## config.mk

```make
export PLATFORM = sky130hd
export DESIGN_NAME = cpu_sm_bus_arbiter
export DESIGN_NICKNAME = d
export VERILOG_FILES = /design/src/rtl/cpu_sm_bus_arbiter.sv
export SDC_FILE = /design/constraint.sdc
export NUM_CORES = 1
export LEC_CHECK = 0
export BUFFER_PORTS_ARGS = -buffer_cell sky130_fd_sc_hd__buf_2
export CAP_MARGIN = 20
export CORE_MARGIN = 5
export CORE_UTILIZATION = 48
export DETAILED_ROUTE_END_ITERATION = 6
export GPL_TIMING_DRIVEN = 0
export PLACE_DENSITY = 0.81
export SLEW_MARGIN = 20
export SYNTH_ARGS = -nofsm -noshare
export SYNTH_HDL_FRONTEND = slang
export SYNTH_SLANG_ARGS = --single-unit
export TNS_END_PERCENT = 10
```

## constraint.sdc

```tcl
create_clock -name CLK45 -period 1.8 [get_ports CLK45]
set_input_delay 0.18 -clock CLK45 [delete_from_list [all_inputs] [get_ports CLK45]]
set_output_delay 0.18 -clock CLK45 [all_outputs]
set_load 0.02 [all_outputs]
```

## src/rtl/cpu_sm_bus_arbiter.sv

```systemverilog
// 68030 bus-mastership arbiter for the CPU state machine.
// Requests the bus on behalf of the DMA channel and runs the BR_/BG_/BGACK_
// handshake. It gives the CPU state machine a tenure window (OWN) and marks
// the end of each tenure with a one-cycle CYCLEDONE pulse.
//
// Each pin output (BR_, BGACK_, OWN, CYCLEDONE) comes from a flop. Every flop
// is loaded from the *next* state, so the pins line up with ARB_STATE in
// every cycle and no input has a combinational path to a pin.
//
// Handshake semantics: DMA_REQ is a level that stays high until the request
// is served or withdrawn. DMA_DONE is a single-cycle pulse. BG_ is sampled
// only after the two-flop synchroniser. The bus counts as free only when
// AS_IN_, both DSACK_ bits, STERM_ and BGACK_IN_ are all negated.
module cpu_sm_bus_arbiter #(
  parameter int HOLD_MAX    = 64,
  parameter int RELEASE_GAP = 4
) (
  input  logic       CLK45,
  input  logic       RESET,
  input  logic       DMA_REQ,
  input  logic       DMA_DONE,
  input  logic       CPU_IDLE,
  input  logic       BG_,
  input  logic       AS_IN_,
  input  logic [1:0] DSACK_,
  input  logic       STERM_,
  input  logic       BGACK_IN_,
  output logic       BR_,
  output logic       BGACK_,
  output logic       OWN,
  output logic       CYCLEDONE,
  output logic [2:0] ARB_STATE
);

  localparam int MAX_COUNT = (HOLD_MAX > RELEASE_GAP) ? HOLD_MAX : RELEASE_GAP;
  localparam int CW        = (MAX_COUNT < 1) ? 1 : $clog2(MAX_COUNT + 1);
  localparam logic [CW-1:0] HOLD_LIMIT = CW'(HOLD_MAX);
  localparam logic [CW-1:0] GAP_LAST   = CW'((RELEASE_GAP > 0) ? RELEASE_GAP - 1 : 0);

  typedef enum logic [2:0] {
    ST_IDLE      = 3'd0,
    ST_REQ       = 3'd1,
    ST_WAIT_FREE = 3'd2,
    ST_OWNED     = 3'd3,
    ST_RELEASE   = 3'd4,
    ST_GAP       = 3'd5
  } arb_state_e;

  arb_state_e    state_q, state_d;
  logic          bg_meta_q, bg_s_q;
  logic [CW-1:0] tenure_cnt_q, tenure_cnt_d;
  logic [CW-1:0] gap_cnt_q, gap_cnt_d;
  logic          br_n_q, br_n_d;
  logic          bgack_n_q, bgack_n_d;
  logic          own_q, own_d;
  logic          cycledone_q, cycledone_d;

  logic bus_free;
  logic timeout;
  logic gap_done;

  assign bus_free = AS_IN_ & DSACK_[1] & DSACK_[0] & STERM_ & BGACK_IN_;
  // A timeout waits for CPU_IDLE, so it never cuts off a bus cycle in progress.
  assign timeout  = (HOLD_MAX != 0) && (tenure_cnt_q == HOLD_LIMIT) && CPU_IDLE;
  // With RELEASE_GAP of 0 or 1, GAP still lasts one cycle.
  assign gap_done = (RELEASE_GAP <= 1) || (gap_cnt_q >= GAP_LAST);

  // Two-flop synchroniser for the asynchronous BG_ pin.
  always_ff @(posedge CLK45 or posedge RESET) begin
    if (RESET) begin
      bg_meta_q <= 1'b1;
      bg_s_q    <= 1'b1;
    end else begin
      bg_meta_q <= BG_;
      bg_s_q    <= bg_meta_q;
    end
  end

  // State, counter and pin registers; reset drops BGACK_ without waiting for a clock.
  always_ff @(posedge CLK45 or posedge RESET) begin
    if (RESET) begin
      state_q      <= ST_IDLE;
      tenure_cnt_q <= '0;
      gap_cnt_q    <= '0;
      br_n_q       <= 1'b1;
      bgack_n_q    <= 1'b1;
      own_q        <= 1'b0;
      cycledone_q  <= 1'b0;
    end else begin
      state_q      <= state_d;
      tenure_cnt_q <= tenure_cnt_d;
      gap_cnt_q    <= gap_cnt_d;
      br_n_q       <= br_n_d;
      bgack_n_q    <= bgack_n_d;
      own_q        <= own_d;
      cycledone_q  <= cycledone_d;
    end
  end

  // Next-state and counter logic, then pin values decoded from the next state.
  always_comb begin
    state_d      = state_q;
    tenure_cnt_d = tenure_cnt_q;
    gap_cnt_d    = gap_cnt_q;
    br_n_d       = 1'b1;
    bgack_n_d    = 1'b1;
    own_d        = 1'b0;
    cycledone_d  = 1'b0;

    case (state_q)
      ST_IDLE: begin
        if (DMA_REQ) state_d = ST_REQ;
      end
      ST_REQ: begin
        // Withdrawal wins over a grant that arrives in the same cycle.
        if (!DMA_REQ)     state_d = ST_IDLE;
        else if (!bg_s_q) state_d = ST_WAIT_FREE;
      end
      ST_WAIT_FREE: begin
        if (bus_free) begin
          state_d      = ST_OWNED;
          tenure_cnt_d = '0;
        end
      end
      ST_OWNED: begin
        if (tenure_cnt_q != HOLD_LIMIT) tenure_cnt_d = tenure_cnt_q + CW'(1);
        // DMA_DONE and a timeout in the same cycle merge into a single exit.
        if (DMA_DONE || timeout) state_d = ST_RELEASE;
      end
      ST_RELEASE: begin
        state_d   = ST_GAP;
        gap_cnt_d = '0;
      end
      ST_GAP: begin
        if (gap_done) state_d = ST_IDLE;
        else          gap_cnt_d = gap_cnt_q + CW'(1);
      end
      default: state_d = ST_IDLE;
    endcase

    case (state_d)
      ST_REQ, ST_WAIT_FREE: br_n_d = 1'b0;
      ST_OWNED: begin
        bgack_n_d = 1'b0;
        own_d     = 1'b1;
      end
      ST_RELEASE: begin
        bgack_n_d   = 1'b0;
        cycledone_d = 1'b1;
      end
      default: ;
    endcase
  end

  assign BR_       = br_n_q;
  assign BGACK_    = bgack_n_q;
  assign OWN       = own_q;
  assign CYCLEDONE = cycledone_q;
  assign ARB_STATE = state_q;

endmodule

```

==> results of run 1 <==
## cells in the final DEF (no fill, tap or decap), types with 2 or more instances in the layout
cell	n
nor2b_1	5
o21ai_0	4
nor3_1	3
buf_2	18
a21oi_1	4
inv_1	6
mux2_2	2
dfstp_2	4
clkbuf_4	3
nor2_1	10
ha_1	3
nand4_1	2
or3_1	3
mux2i_1	2
xnor2_1	2
dfrtp_1	19
nand2_1	2
## repair_timing
item | CTS | global route
endpoints found under the hold margin | 1 | 0
hold buffers | 1 | 0
setup buffers | 1 | 0
endpoints found under the setup margin | 2 | 2
resized for setup | 0 | 2
pin swaps | 2 | 0
## stage by stage
stage               worst slack, ns  utilization  hold WS (ns)  TNS (ns)
finish                       0.0593        0.601        0.0108         0
global route                -0.0241        0.601        0.0924   -0.0241
CTS                         0.00226        0.597        0.0397         0
detailed placement          -0.0292        0.574         0.290   -0.0518
global placement            0.00744        0.574         0.286         0
floorplan                    0.0791            -         0.179         0
## layer usage
| layer | vias up | wire length, um | GRT usage |
|---|---|---|---|
| met5 | - | 0 | 0 |
| met2 | 25 | 887 | 0.210 |
| met1 | 352 | 829 | 0.156 |
| met4 | 0 | 38 | 0.0678 |
| met3 | 4 | 101 | 0.0298 |
| li1 | 370 | - | - |
## power by group
group          total, mW  switching [mW]  internal [mW]  leakage, nW
logic              0.613           0.334          0.280        0.285
clock network      0.226           0.143         0.0827       0.0177
registers          0.838           0.160          0.678        0.282
## cell usage after synthesis, drive strengths merged, types with 2 or more instances
cell,instances
a21oi,4
dfrtp,19
dfstp,4
ha,3
inv,6
mux2,2
mux2i,2
nand2,2
nand4,2
nor2,11
nor2b,5
nor3,3
o21ai,5
or3,3
or4,2
xnor2,2
## state kept, by name, summed over array words and instances, names as in the netlist
name          cells
bg_meta_q         1
BR_               1
OWN               1
ARB_STATE         3
CYCLEDONE         1
gap_cnt_q         7
tenure_cnt_q      7
BGACK_            1
bg_s_q            1
## cell families (layout without fill, tap and decap cells)
group	count (synthesis)	count (layout)
muxes	4	4
buffers and inverters	7	30
and+or+nand+nor	37	37
xor gates and xnor gates	3	3
AOI/OAI and AO/OA	14	14
DFF	23	23
adders and majority gates	3	3
## area by class of cell
cell class / count / area [um^2] / share of cell area
tap: 27 / 33.8 / 0.0278
inverter: 6 / 22.5 / 0.0185
clock inverter: 1 / 5.00 / 0.00412
timing repair buffer: 19 / 103 / 0.0844
buffer: 1 / 5.00 / 0.00412
clock buffer: 3 / 22.5 / 0.0185
sequential: 23 / 581 / 0.478
multi-input combinational: 61 / 443 / 0.365
## worst register-to-register path, delay by kind of cell, from the launching register on
family / cells / cell delay, ns
buf+inv: 1 / 0.09
fa+ha+maj: 1 / 0.14
compound gates: 3 / 0.68
simple gates: 1 / 0.29
flops: 1 / 0.44
## path summary, 6_finish.rpt
check,start,to,slack [ns],cells past startpoint
worst min register to register,bg_meta_q,bg_s_q,0.37,0
max in group asynchronous,RESET,ARB_STATE[1],1.29,2
min in group CLK45,DMA_DONE,CYCLEDONE,0.24,4
worst max-delay path,tenure_cnt_q[0],ARB_STATE[0],0.06,6
worst max register to register,tenure_cnt_q[0],ARB_STATE[0],0.06,6
worst min-delay path,RESET,tenure_cnt_q[1],0.01,2
==> flow_summary.yaml, run 1 <==
run_status:
  status: "complete, no violations"
placed_design:
  gp_congestion: 0.789
  place_area_um2: 1160
  dp.cells: 135
  dp_hpwl_um: 1430
  io_buffer_count: 17
global_route:
  grt_max_degree: 24
  grt_pass1_wl_um: 3220
  grt_pass1_vias: 754
  track_usage: 0.129
  antenna_found_initial: 0
  overflow: 0
routing:
  drt-total-wl_um: 1860
  drt_iter0_markers: 21
  route.detailed.drc: 0
  drt_pass1_iterations: 6
  ant_nets: 0
  vias: 751
  wl_per_cell_um: 13.2
  post_drt_via_cell_ratio: 5.33
power_and_ir_drop:
  peakVddDrop_v: 0.000724
  power.density_nw_per_um2: 1380
  p_leak_nw: 0.585
  finalPower_mw: 1.68
sta:
  fin_crit_ns: 1.74
  final_max_slew_viol_count: 0
  slew_headroom: 0.463
  rsz0062_at_grt: "true"
  tightest_slew_ns: 0.805
  fin_crit_sh: 0.967
  hold_viol: 0
  setup_viol: 0
  max_freq_ghz: 0.574
  fin_worst_skew_ns: 0.00325
synth:
  synth_cell_type_count: 34
  synth_edf_count: 0
  synth_xor_area_frac: 0.0252
  synth-main-ff-cell: "dfrtp_1"
  synthSimpleGateAreaFrac: 0.210
  synth_seq_area_share: 0.557
  synthMuxAreaShare: 0.0408
  avgSynthCellArea_um2: 11.5
  synth-seq-cells: 23
  netlist_top_cells_area: "dfrtp_1 (46%), dfstp_2 (10%), nor2_1 (4.0%)"
  synth_top_family_by_area: "simple AND/OR/NAND/NOR gates"
  synthAdderAreaFrac: 0.0360
  synth_area_um2: 1040
  synth_compound_area_frac: 0.104
  syn_nets: 105
  synth_top_area_cell: "dfrtp_1"
  async_reset_ff_frac: 1.00
  yosys_warnings: 0
  syn_inst: 91
  yosysTopAreaCellShare: 0.456
clock_network:
  cts.htree.levels: 1
  cts_tree: "yes"
  clk_latency_ns: 0.30
  cts-root-buf: "clkbuf_4"
  numCtsBuffers: 3
  cts_sinks: 23
  clk_pin_slew_ns: 0.12
  ctsLongestPathBuffers: 2
final_layout:
  num_antenna_cells: 0
  nFillCells: 172
  fin_cells: 141
  nets: 129
  final_area_um2: 1210
  area_growth_pct: 16.6
  layout-drive-gt1-share: 0.316
job:
  maxCapViolCount: 0
setup_path:
  cp-end-kind: "register"
  worstPathCellList: "inv_1 -> ha_1 -> nor4bb_2 -> a31oi_1 -> a21o_1 -> a211o_2"
  worstPathMaxFanout: 5
  slowest_delay_ns: 0.44
  crit_slowest_cell: "dfrtp_1"
  cp_num_buf_inv: 1
  crit_family: "compound AO/OA/AOI/OAI gates"
  crit_path_start_kind: "register"
  required_ns: 2.00
  path_class: "reg -> reg"
  cp.arrival_ns: 1.94
die:
  ios: 18
  std_cell_rows: 16
  coreArea_um2: 2020
  start_util: 0.515
  die_w_um: 56.6
  dieArea_um2: 3200
  fp.dieH_um: 56.6
worst_hold_path:
  hold_path_class: "in -> async"
Note: power is estimated with default switching activity, not from simulation.
==> run 2: changes to the inputs <==
--- a/config.mk
+++ b/config.mk
@@ -6,9 +6,10 @@
 export NUM_CORES = 1
 export LEC_CHECK = 0
 export BUFFER_PORTS_ARGS = -buffer_cell sky130_fd_sc_hd__buf_2
-export CAP_MARGIN = 20
+export CELL_PAD_IN_SITES_DETAIL_PLACEMENT = 0
+export CELL_PAD_IN_SITES_GLOBAL_PLACEMENT = 1
 export CORE_MARGIN = 5
-export CORE_UTILIZATION = 48
+export CORE_UTILIZATION = 38
 export DETAILED_ROUTE_END_ITERATION = 6
 export GPL_TIMING_DRIVEN = 0
 export PLACE_DENSITY = 0.81
==> constraint.sdc (replaced) <==
create_clock -name CLK45 -period 1.8 [get_ports CLK45]
set_input_delay 0 -clock CLK45 [delete_from_list [all_inputs] [get_ports CLK45]]
set_output_delay 0 -clock CLK45 [all_outputs]
set_load 0.02 [all_outputs]
==> run 2 against run 1 <==
- sequential share of layout area is 1.7 points lower
- combinational power is 7.0% higher
- via count stayed put
- largest cell class unchanged
- highest routed layer unchanged
- first-iteration DRC count is 4.8% lower
- non-clock buffer count is 3 higher
- register-to-register slack better by 0.08 ns
- design area is 3.6% higher
- routed wire length is 6.5% higher
- critical endpoint is now gap_cnt_q[0]
- power is 3.3% higher
- die area is 21% higher
==> flow_summary.yaml, run 2 (synthesized netlist as in run 1, its figures left out) <==
sta:
  hold_viol: 0
  fin_worst_skew_ns: 0.00605
  slew_headroom: 0.440
  max_freq_ghz: 0.601
  final_max_slew_viol_count: 0
  setup_viol: 0
  whs_ns: 0.0379
  tightest_slew_ns: 0.840
  fin_crit_ns: 1.67
  rsz0062_at_grt: "false"
  fin_crit_sh: 0.925
setup_path:
  path_class: "reg -> reg"
  cp-end-kind: "register"
  r2r_setup_slack_ns: 0.13
  required_ns: 2.00
  cp.arrival_ns: 1.87
  crit_path_start_kind: "register"
  worstPathMaxFanout: 3
clock_network:
  clk_pin_slew_ns: 0.12
  cts_tree: "yes"
  clk_latency_ns: 0.31
  cts.htree.levels: 1
  cts_sinks: 23
  ctsLongestPathBuffers: 2
  cts-root-buf: "clkbuf_4"
  numCtsBuffers: 3
placed_design:
  dp.cells: 139
  gp_congestion: 0.784
  io_buffer_count: 17
global_route:
  grt_pass1_vias: 791
  grt_pass1_wl_um: 3520
  overflow: 0
  antenna_found_initial: 0
  track_usage: 0.110
  grt_max_degree: 24
final_layout:
  nFillCells: 261
  num_antenna_cells: 0
  mostFrequentLayoutCells: "dfrtp_1 (19), buf_2 (18), nor2_1 (10), inv_1 (6), nor2b_1 (5)"
  final_common_cell: "dfrtp_1"
  layout-drive-gt1-share: 0.325
  nets: 132
  area_growth_pct: 20.8
  fin_cells: 148
die:
  coreArea_um2: 2690
  dieArea_um2: 3890
  std_cell_rows: 19
  die_w_um: 62.4
  fp.dieH_um: 62.4
  start_util: 0.388
  ios: 18
power_and_ir_drop:
  finalPower_mw: 1.73
  power.density_nw_per_um2: 1380
  peakVddDrop_v: 0.000739
  p_leak_nw: 0.610
run_status:
  status: "complete, no violations"
routing:
  route.detailed.drc: 0
  drt_pass1_iterations: 4
  drt_iter0_markers: 20
  wl_per_cell_um: 13.4
  post_drt_via_cell_ratio: 5.07
  drt-total-wl_um: 1980
  vias: 751
  ant_nets: 0
worst_hold_path:
  hold_path_class: "in -> reg"
job:
  maxCapViolCount: 0
[run 2: cell types whose count changed in the layout (fill, tap and decap cells not counted), sizes merged]
cell	previous run	this run
buf	19	21
clkbuf	3	4
clkinv	1	0
dlygate4sd3	1	2
[run 2: stage by stage]
stage           util  setup TNS [ns]  area (um^2)  setup slack, ns
6_report       0.469               0         1260            0.135
5_1_grt        0.469               0         1260           0.0552
4_1_cts        0.459               0         1230          0.00238
3_5_place_dp   0.434         -0.0747         1170          -0.0747
3_3_place_gp   0.434         -0.0437         1170          -0.0437
2_1_floorplan      -               0         1040           0.0791
[run 2: repair_timing]
item	4_1_cts	5_1_grt
buffers inserted	1	2
pin swaps	2	1
hold buffers	2	0
resized for setup	2	2
endpoints found under the setup margin	2	3
hold endpoints to repair	20	0
[run 2: cell type report]
class	count	area [um^2]	share of cell area
sequential	23	581	0.461
multi-input combinational	61	458	0.364
timing repair buffer	22	128	0.101
tap	31	38.8	0.0308
clock buffer	4	26.3	0.0209
inverter	6	22.5	0.0179
buffer	1	5.00	0.00398
[run 2: worst paths after layout]
check / from / to / cells past startpoint
min in group asynchronous: RESET / tenure_cnt_q[2] / 3
max in group asynchronous: RESET / gap_cnt_q[2] / 3
worst min-delay path: DMA_DONE / OWN / 3
worst min register to register: bg_meta_q / bg_s_q / 0
worst max register to register: gap_cnt_q[3] / gap_cnt_q[0] / 4
worst max-delay path: gap_cnt_q[3] / gap_cnt_q[0] / 4
[run 2: worst max-delay path: stages (launching register included)]
cell       delay [ns]
dfrtp_1          0.39
or4_4            0.54
a2111oi_4        0.26
o21ai_2          0.10
mux2_2           0.27
[run 2: routing by layer]
| layer | global-route usage | share of wire | wire, um | vias up |
|---|---|---|---|---|
| li1 | - | - | - | 373 |
| met1 | 0.132 | 0.46 | 900 | 361 |
| met2 | 0.184 | 0.48 | 956 | 15 |
| met3 | 0.0468 | 0.055 | 109 | 2 |
| met4 | 0.0239 | 0.0051 | 10 | 0 |
| met5 | 0 | 0 | 0 | - |
[run 2: power by group]
group	switching, mW	total, mW	internal (mW)	leakage, nW
Combinational	0.338	0.656	0.318	0.313
Clock	0.147	0.234	0.0865	0.0150
Sequential	0.164	0.842	0.678	0.282
Total	0.649	1.73	1.08	0.610
==> run 3: changes to the inputs <==
--- a/config.mk
+++ b/config.mk
@@ -5,6 +5,7 @@
 export SDC_FILE = /design/constraint.sdc
 export NUM_CORES = 1
 export LEC_CHECK = 0
+export ABC_CLOCK_PERIOD_IN_PS = 1800
 export BUFFER_PORTS_ARGS = -buffer_cell sky130_fd_sc_hd__buf_2
 export CELL_PAD_IN_SITES_DETAIL_PLACEMENT = 0
 export CELL_PAD_IN_SITES_GLOBAL_PLACEMENT = 1
@@ -12,8 +13,7 @@
 export CORE_UTILIZATION = 38
 export DETAILED_ROUTE_END_ITERATION = 6
 export GPL_TIMING_DRIVEN = 0
-export PLACE_DENSITY = 0.81
-export SLEW_MARGIN = 20
+export PLACE_DENSITY = 0.77
 export SYNTH_ARGS = -nofsm -noshare
 export SYNTH_HDL_FRONTEND = slang
 export SYNTH_SLANG_ARGS = --single-unit
==> run 3 against run 2 <==
- sequential power is 1% higher
- worst hold slack worse by 0.0020 ns
- register-to-register slack hardly changed
- design area hardly changed
- global-route usage is 0.66 points higher
- fmax hardly changed
- first-iteration DRC count is 40% higher
- clock skew hardly changed
- count of clock-buffer cells in the layout is 1 lower
- critical path depth stayed put
- critical endpoint unchanged
- largest cell class unchanged
==> flow_summary.yaml, run 3 (synthesized netlist as in run 1, its figures left out) <==
sta:
  max_freq_ghz: 0.600
  fin_worst_skew_ns: 0.00629
  rsz0062_at_grt: "false"
  hold_viol: 0
  fin_crit_ns: 1.67
  whs_ns: 0.0359
  finalSetupTns_ns: 0
  tightest_slew_ns: 0.855
  final_max_slew_viol_count: 0
  slew_headroom: 0.429
  setup_viol: 0
  fin_crit_sh: 0.925
routing:
  ant_nets: 0
  drt_iter0_markers: 28
  vias: 758
  drt-total-wl_um: 2010
  wl_per_cell_um: 13.5
  drt-met1-wl_um: 933
  dr_wl_met2_um: 996
  drt_pass1_iterations: 2
  route.detailed.drc: 0
  post_drt_via_cell_ratio: 5.12
  top_layer: "met3"
  met3_length_um: 74
final_layout:
  mostFrequentLayoutCells: "dfrtp_1 (19), buf_2 (18), nor2_1 (10), inv_1 (6), nor2b_1 (5)"
  area_growth_pct: 20.9
  final_common_cell: "dfrtp_1"
  final_area_um2: 1260
  multi_input_area_um2: 458
  num_antenna_cells: 0
  nets: 132
  layout-drive-gt1-share: 0.333
  seqCellArea_um2: 581
  nFillCells: 272
die:
  coreArea_um2: 2690
  start_util: 0.388
  ios: 18
  fp.dieH_um: 62.4
  die_w_um: 62.4
  std_cell_rows: 19
  dieArea_um2: 3890
placed_design:
  place_area_um2: 1170
  dp_hpwl_um: 1470
  gp_congestion: 0.785
  io_buffer_count: 17
clock_network:
  numCtsBuffers: 3
  cts.htree.levels: 1
  cts_sinks: 23
  cts_tree: "yes"
  cts-root-buf: "clkbuf_4"
  clk_latency_ns: 0.30
  clk_pin_slew_ns: 0.12
  ctsLongestPathBuffers: 2
setup_path:
  startpoint: "gap_cnt_q[3]"
  rr_endpoint: "gap_cnt_q[0]"
  crit_path_start_kind: "register"
  endpoint: "gap_cnt_q[0]"
  required_ns: 2.00
  worstPathMaxFanout: 3
  r2r_setup_slack_ns: 0.13
  rr_worst_depth: 4
  r2r_start: "gap_cnt_q[3]"
  path_class: "reg -> reg"
  cp-end-kind: "register"
  cp.arrival_ns: 1.87
global_route:
  antenna_found_initial: 0
  grt_pass1_vias: 823
  overflow: 0
  grt_max_degree: 24
  track_usage: 0.117
  grt_pass1_wl_um: 3820
run_status:
  status: "complete, no violations"
power_and_ir_drop:
  switchingPower_mw: 0.656
  power.density_nw_per_um2: 1380
  seqPwrFrac: 0.490
  p_clk_frac: 0.132
  swShare: 0.378
  comb_power_share: 0.377
  peakVddDrop_v: 0.000696
  cell_internal_pwr_mw: 1.08
  p_leak_nw: 0.613
worst_hold_path:
  hold_path_class: "in -> reg"
job:
  maxCapViolCount: 0
## run 3: per-stage QoR
| step | std cells | utilization | setup WS (ns) | power (mW) |
|---|---|---|---|---|
| final | 148 | 0.469 | 0.134 | 1.73 |
| after floorplan | 91 | - | 0.0791 | 1.27 |
| after detailed placement | 139 | 0.434 | -0.0661 | 1.45 |
| after global routing | 148 | 0.469 | 0.0309 | 1.89 |
| after global placement | 139 | 0.434 | -0.0463 | 1.42 |
| after CTS | 146 | 0.459 | 0.00625 | 1.70 |
## run 3: worst max-delay path: stages (launching register included)
cell and delay [ns]:
dfrtp_1 0.40, or4_4 0.54, a2111oi_4 0.26, o21ai_2 0.10, mux2_2 0.26
## run 3: power groups by stage
stage / Sequential [mW] / Combinational, mW / Clock (mW)
finish: 0.850 / 0.654 / 0.229
global route: 0.878 / 0.741 / 0.269
CTS: 0.844 / 0.610 / 0.248
detailed placement: 0.851 / 0.596 / 0
global placement: 0.843 / 0.578 / 0
floorplan: 0.871 / 0.399 / 0
## run 3: cell type report
| class | count | share of cell area |
|---|---|---|
| flip-flops and latches | 23 | 0.461 |
| multi-input cells | 61 | 0.363 |
| repair buffers | 22 | 0.101 |
| well taps | 31 | 0.0308 |
| clock buffers | 3 | 0.0179 |
| inverters | 6 | 0.0179 |
| clock inverters | 1 | 0.00397 |
| plain buffers | 1 | 0.00397 |
## run 3: layer usage
layer,GRT usage,vias up
li1,-,370
met1,0.152,377
met2,0.193,11
met3,0.0288,0
met4,0.0318,0
met5,0,-
## run 3: worst min path at each step
| stage | startpoint | end | slack, ns | cells past startpoint |
|---|---|---|---|---|
| floorplan | RESET | ARB_STATE[0] | -0.001 | 1 |
| global placement | BG_ | bg_meta_q | 0.11 | 1 |
| detailed placement | BG_ | bg_meta_q | 0.11 | 1 |
| CTS | DMA_REQ | BR_ | 0.03 | 3 |
| global route | DMA_DONE | OWN | 0.02 | 3 |
| finish | DMA_DONE | OWN | 0.04 | 3 |
## run 3: repair_timing
action                     4_1_cts  5_1_grt
setup endpoints to repair        2        3
pin swaps                        2        2
buffers inserted                 1        2
resized for setup                2        2
gates cloned                     0        0
hold buffers                     2        0
hold endpoints to repair        20        0
